File: config.mk
export PLATFORM = sky130hd
export DESIGN_NAME = chacha_core_flat
export DESIGN_NICKNAME = d
export VERILOG_FILES = /design/src/rtl/chacha_pkg.sv /design/src/rtl/chacha_if.sv /design/src/rtl/chacha_qr.sv /design/src/rtl/chacha_core.sv /design/src/flat_wrapper.sv
export SDC_FILE = /design/constraint.sdc
export NUM_CORES = 2
export LEC_CHECK = 0
export CELL_PAD_IN_SITES_DETAIL_PLACEMENT = 1
export CELL_PAD_IN_SITES_GLOBAL_PLACEMENT = 1
export CORE_MARGIN = 2
export CORE_UTILIZATION = 39
export DETAILED_ROUTE_END_ITERATION = 16
export PLACE_DENSITY = 0.76
export RECOVER_POWER = 50
export SLEW_MARGIN = 10
export SYNTH_ARGS = -nofsm -noshare
export SYNTH_HDL_FRONTEND = slang
export SYNTH_SLANG_ARGS = --single-unit
File: constraint.sdc
create_clock -name clk -period 16.81 [get_ports clk]
set_clock_uncertainty 0.2 [all_clocks]
set_input_delay 1.681 -clock clk [delete_from_list [all_inputs] [get_ports clk]]
set_output_delay 1.681 -clock clk [all_outputs]
set_load 0.005 [all_outputs]
File: src/rtl/chacha_pkg.sv
// chacha_pkg: shared constants, quarter-round index tables, FSM states and helpers for the ChaCha core
package chacha_pkg;
  localparam logic [3:0][31:0] SIGMA = {32'h6b206574, 32'h79622d32, 32'h3320646e, 32'h61707865};
  localparam logic [7:0][3:0][3:0] QR_TAB = {
    {4'd14, 4'd9,  4'd4, 4'd3},
    {4'd13, 4'd8,  4'd7, 4'd2},
    {4'd12, 4'd11, 4'd6, 4'd1},
    {4'd15, 4'd10, 4'd5, 4'd0},
    {4'd15, 4'd11, 4'd7, 4'd3},
    {4'd14, 4'd10, 4'd6, 4'd2},
    {4'd13, 4'd9,  4'd5, 4'd1},
    {4'd12, 4'd8,  4'd4, 4'd0}};
  typedef enum logic [1:0] {ST_IDLE, ST_ROUND, ST_FINAL} state_e;
  localparam logic [1:0] IDLE  = ST_IDLE;
  localparam logic [1:0] ROUND = ST_ROUND;
  localparam logic [1:0] FINAL = ST_FINAL;
  function automatic bit rounds_ok(int r);
    return r inside {8, 12, 20};
  endfunction
  function automatic logic [31:0] rotl(logic [31:0] x, int n);
    return (x << n) | (x >> (32 - n));
  endfunction
endpackage

File: src/rtl/chacha_if.sv
// chacha_if: request/keystream signals between the register file and the ChaCha core
interface chacha_if;
  logic         start;
  logic [255:0] key;
  logic [95:0]  nonce;
  logic [31:0]  counter;
  logic         busy;
  logic         done;
  logic         ks_valid;
  logic [3:0]   ks_addr;
  logic [31:0]  ks_data;
  logic [31:0]  next_counter;
  logic         ctr_wrap;
  modport master (output start, key, nonce, counter, ks_addr,
                  input busy, done, ks_valid, ks_data, next_counter, ctr_wrap);
  modport slave (input start, key, nonce, counter, ks_addr,
                 output busy, done, ks_valid, ks_data, next_counter, ctr_wrap);
endinterface

File: src/rtl/chacha_qr.sv
// chacha_qr: one combinational ChaCha quarter-round
module chacha_qr
  import chacha_pkg::*;
(
  input  logic [31:0] a,
  input  logic [31:0] b,
  input  logic [31:0] c,
  input  logic [31:0] d,
  output logic [31:0] qa,
  output logic [31:0] qb,
  output logic [31:0] qc,
  output logic [31:0] qd
);
  logic [31:0] a1, b1, c1, d1;
  assign a1 = a + b;
  assign d1 = rotl(d ^ a1, 16);
  assign c1 = c + d1;
  assign b1 = rotl(b ^ c1, 12);
  assign qa = a1 + b1;
  assign qd = rotl(d1 ^ qa, 8);
  assign qc = c1 + qd;
  assign qb = rotl(b1 ^ qc, 7);
endmodule

File: src/rtl/chacha_core.sv
// chacha_core: iterative ChaCha block function, one quarter-round per clock
module chacha_core
  import chacha_pkg::*;
#(
  parameter int ROUNDS = 20
) (
  input logic clk,
  input logic reset_n,
  chacha_if.slave bus
);
  localparam int NQR = ROUNDS * 4;
  localparam int CW = $clog2(NQR);
  if (!rounds_ok(ROUNDS)) begin : g_bad_rounds
    $error("chacha_core: ROUNDS must be 8, 12 or 20");
  end
  logic [1:0] state;
  logic [CW-1:0] cnt;
  logic [2:0] qr_idx;
  logic [15:0][31:0] w, in_s, ks, init;
  logic [3:0] ia, ib, ic, id;
  logic [31:0] qa, qb, qc, qd;
  assign init = {bus.nonce, bus.counter, bus.key, SIGMA};
  assign qr_idx = cnt[2:0];
  assign ia = QR_TAB[qr_idx][0];
  assign ib = QR_TAB[qr_idx][1];
  assign ic = QR_TAB[qr_idx][2];
  assign id = QR_TAB[qr_idx][3];
  assign bus.busy = state != IDLE;
  assign bus.ks_data = ks[bus.ks_addr];
  chacha_qr u_qr (
    .a(w[ia]), .b(w[ib]), .c(w[ic]), .d(w[id]),
    .qa(qa), .qb(qb), .qc(qc), .qd(qd)
  );
  // accept a request, run the quarter-rounds in place, then fold in the input state
  always_ff @(posedge clk or negedge reset_n) begin
    if (!reset_n) begin
      state <= IDLE;
      cnt <= '0;
      w <= '0;
      in_s <= '0;
      ks <= '0;
      bus.done <= 1'b0;
      bus.ks_valid <= 1'b0;
      bus.next_counter <= '0;
      bus.ctr_wrap <= 1'b0;
    end else begin
      bus.done <= 1'b0;
      if (state == IDLE && bus.start) begin
        state <= ROUND;
        cnt <= '0;
        w <= init;
        in_s <= init;
        bus.ks_valid <= 1'b0;
        bus.next_counter <= bus.counter + 32'd1;
        bus.ctr_wrap <= &bus.counter;
      end else if (state == ROUND) begin
        w[ia] <= qa;
        w[ib] <= qb;
        w[ic] <= qc;
        w[id] <= qd;
        cnt <= cnt + CW'(1);
        if (cnt == CW'(NQR - 1)) state <= FINAL;
      end else if (state == FINAL) begin
        for (int i = 0; i < 16; i++) ks[i] <= w[i] + in_s[i];
        bus.done <= 1'b1;
        bus.ks_valid <= 1'b1;
        state <= IDLE;
      end
    end
  end
endmodule

File: src/flat_wrapper.sv
// flat-port wrapper written by rule: the top's interface ports become plain ports
module chacha_core_flat import chacha_pkg::*;
#(
  parameter int ROUNDS = 20
)
  (clk, reset_n, bus_start, bus_key, bus_nonce, bus_counter, bus_ks_addr, bus_busy, bus_done, bus_ks_valid, bus_ks_data, bus_next_counter, bus_ctr_wrap);
  chacha_if bus_i ();
  input logic clk;
  input logic reset_n;
  input wire logic [$bits(bus_i.start)-1:0] bus_start;
  input wire logic [$bits(bus_i.key)-1:0] bus_key;
  input wire logic [$bits(bus_i.nonce)-1:0] bus_nonce;
  input wire logic [$bits(bus_i.counter)-1:0] bus_counter;
  input wire logic [$bits(bus_i.ks_addr)-1:0] bus_ks_addr;
  output wire logic [$bits(bus_i.busy)-1:0] bus_busy;
  output wire logic [$bits(bus_i.done)-1:0] bus_done;
  output wire logic [$bits(bus_i.ks_valid)-1:0] bus_ks_valid;
  output wire logic [$bits(bus_i.ks_data)-1:0] bus_ks_data;
  output wire logic [$bits(bus_i.next_counter)-1:0] bus_next_counter;
  output wire logic [$bits(bus_i.ctr_wrap)-1:0] bus_ctr_wrap;
  assign bus_i.start = bus_start;
  assign bus_i.key = bus_key;
  assign bus_i.nonce = bus_nonce;
  assign bus_i.counter = bus_counter;
  assign bus_i.ks_addr = bus_ks_addr;
  assign bus_busy = bus_i.busy;
  assign bus_done = bus_i.done;
  assign bus_ks_valid = bus_i.ks_valid;
  assign bus_ks_data = bus_i.ks_data;
  assign bus_next_counter = bus_i.next_counter;
  assign bus_ctr_wrap = bus_i.ctr_wrap;
  chacha_core #(.ROUNDS(ROUNDS)) u_core (.clk(clk), .reset_n(reset_n), .bus(bus_i));
endmodule
==> run metrics <==
cell count after placement=12600; largest incremental delay on the critical path=0.72 ns; number of global-route vias before repair=82100; Reg2Reg Depth=47; clock share of power=51.1%; worst IR drop on VDD=0.0828 mV; Final Instance Count excl. Fillers=12900; Sink Count=1453; clock root buffer=clkbuf_16; Tightest Hold Check Type=reg -> reg; initial cell density of the core=39.2%; Switch Pwr=1.76 mW; overall overflow remaining after global route=0; number of buffers between clock root and the deepest sink=3; share of flip-flops with an asynchronous set or reset=100%; Switching Fraction=23.1%; actual slew at the worst max-slew pin=8.03 ns; CTS tree=yes; DRC Markers=0; Synth-to-Final Area Change=15.2%; mean number of vias per cell=6.25; final count of hold timing violations=0; Tot GR Track Use=34.7%; status=finished, violations left; Detailed Routing Iterations Pass 1=5; H-tree lvl count=4; violated checks=max-capacitance violations, max-slew violations; Filler Cell Count=25900; Placer Congestion=1.04; Final ANT Viol Nets=0; maximum fanout along the worst path=16; final-stage net count=10700; Core ar.=232000 µm²; total I/O pin count=459; Tcrit/Tclk final=96.2%; Unique masters post-synth=95; Synth Cell Area=91100 µm²; Reg area=36400 µm²; floorplan die area=237000 µm²; routed vias=80600; clk_lat worst skew=0.87 ns; category of the worst setup path launch point=flop; number of buffers inserted by hold repair at cts=0; clock-pin slew of the registers on the worst-case setup and hold paths=0.07 ns; cell with the largest stage delay on the worst path=dfrtp_2; PostCTS Resize Cnt=0; syn nets=10300; die height=487 µm; RSZ-0062 raised after global routing=false; per-instance average area after synthesis=9.74 µm²; critical path class=reg -> reg; number of buffers created by CTS=166; fraction of layout cells with a size suffix above 1=11.7%; number of setup buffers added after CTS=0; FP Rows=177; half-perimeter wire length after detailed placement=325000 µm; required time worst endpoint=17.36 ns; PortBufs=458; pin count of the biggest net entering global routing=180; Routed Wire Length=417000 µm; endpoint type of the worst setup path=flop; Hold Path Cell Cnt=2; count of routing violations after the opening detailed-route iteration=8340; count of maximum capacitance violations=26; total of flip-flops plus latches after synthesis=1453; shortest clock period the worst path allows after layout=16.17 ns; detailed-route wire length per cell=32.4 µm; Seq pwr share=45.9%; number of warning messages in the yosys log=0; number of antenna violations at the first check in global routing=47; prevailing post-synth register cell=dfrtp_1; first-pass GRT wire length=596000 µm; CP arrival=16.72 ns; PD cells=72.6 nW/µm²; total of endpoints with negative setup slack in the final report=0; final cell utilization of the core=45.2%; die width=487 µm; Slew headroom=-435%; sequential-to-total area share from yosys stat=39.9%; footprint of the multi-input gates=52400 µm²; Total Power=7.62 mW; Slew Limit Fails=1804; number of cells produced by synthesis=9348; number of synthesized flops with an enable pin=0; internal power=5.86 mW; P_leak=49.2 nW; total negative slack for setup checks=0 ns; combinational fraction of design power=3.0%; achievable clock frequency=0.0618 GHz
[cells by family after synthesis]
family                   share of synthesized area [%]
AO/OA/AOI/OAI                                     16.0
XOR/XNOR                                          6.91
adder cells (fa/ha/maj)                           8.15
buffers and inverters                             2.74
flip-flops                                        39.9
multiplexers                                      12.4
AND/OR/NAND/NOR                                   13.9
[synth_stat cells (85+ instances only)]
cell | number | area (µm²)
dfrtp_1 | 1453 | 36400
nand2_1 | 1616 | 6070
o211ai_1 | 117 | 878
o21ai_0 | 552 | 2760
xor2_1 | 270 | 2360
xnor2_1 | 409 | 3580
ha_1 | 566 | 7080
nor2_1 | 521 | 1960
inv_1 | 220 | 826
a21o_1 | 281 | 2110
mux2_2 | 350 | 3940
o21a_1 | 99 | 743
clkbuf_1 | 374 | 1400
and3_1 | 85 | 532
mux4_2 | 288 | 6490
nand3_1 | 316 | 1580
a21oi_1 | 696 | 3480
[power by group through the flow]
stage,Clock (mW),Sequential (mW),Combinational [mW]
2_1_floorplan,0,3.56,0.0353
3_3_place_gp,0,3.56,0.232
3_5_place_dp,0,3.56,0.236
4_1_cts,3.93,3.50,0.237
5_1_grt,4.06,3.50,0.249
6_report,3.89,3.50,0.231
[flip-flops by register name, indices dropped and copies added, names as in the netlist]
register	cells
u_core.state	2
u_core.cnt	7
u_core.bus.ks_valid	1
u_core.bus.next_counter	32
u_core.w	512
u_core.in_s	385
u_core.bus.ctr_wrap	1
u_core.bus.done	1
u_core.ks	512
[area by class of cell]
type                            count  share of cell area, %
Tap cell                         3043                   3.63
Timing Repair Buffer              608                   5.40
Inverter                          221                  0.792
Multi-Input combinational cell   7239                   50.0
Clock inverter                     55                  0.775
Antenna cell                       24                 0.0572
Clock buffer                      245                   4.70
Sequential cell                  1453                   34.7
[worst max-delay path, delay by kind of cell, from the launching register on]
family                     cells  cell delay (ns)
xor gates and xnor gates       8             3.52
DFF                            1             0.72
and+or+nand+nor                4             0.76
muxes                          2             0.61
adders and majority gates      6             2.24
AOI/OAI and AO/OA             25             7.62
buffers and inverters          2             0.33
[metrics by stage]
stage / instance area (µm²) / worst slack, ns / hold WS (ns)
after floorplan: 91100 / 4.49 / 0.243
after global placement: 99300 / 1.39 / 0.255
after detailed placement: 99300 / 1.13 / 0.263
after CTS: 105000 / 0.993 / 0.277
after global routing: 105000 / 0.178 / 0.300
final: 105000 / 0.638 / 0.273
[path summary, 6_finish.rpt]
| kind | slack, ns | endpoint | startpoint |
|---|---|---|---|
| hold / removal | 0.27 | u_core.ks[321] | u_core.ks[321] |
| max in group asynchronous | 2.39 | u_core.ks[507] | reset_n |
| setup reg to reg | 0.64 | u_core.w[198] | u_core.cnt[1] |
| min in group asynchronous | 3.62 | u_core.ks[500] | reset_n |
| setup / recovery | 0.64 | u_core.w[198] | u_core.cnt[1] |
| hold reg to reg | 0.27 | u_core.ks[321] | u_core.ks[321] |
[per-layer routing]
metal	track usage [%]	vias up	routed length, µm
met5	0	-	171
li1	-	34100	-
met1	47.8	41700	177000
met2	50.8	3832	176000
met4	18.0	28	25700
met3	7.71	845	37900
[cell usage in the layout (no fill, tap or decap), types with 28 or more instances in the layout]
cell and instances:
nand2_1 1614, dfrtp_1 1451, a21oi_1 694, ha_1 566, o21ai_0 552, nor2_1 518, clkdlybuf4s50_1 417, xnor2_1 396
mux2_2 349, nand3_1 307, mux4_2 288, a21o_1 281, xor2_1 267, inv_1 220, clkbuf_16 168, buf_4 120
o211ai_1 117, o21a_1 98, and3_1 85, mux2i_1 83, nor2b_1 78, nor3_1 76, o21bai_1 76, a31oi_1 60
clkbuf_1 59, nand2b_1 57, a211oi_1 54, nand4_1 54, a22o_1 48, o31ai_1 45, clkbuf_8 44, o22a_1 41
dlygate4sd3_1 36, a211o_1 28
No activity file was read; power rests on OpenSTA's default activity.
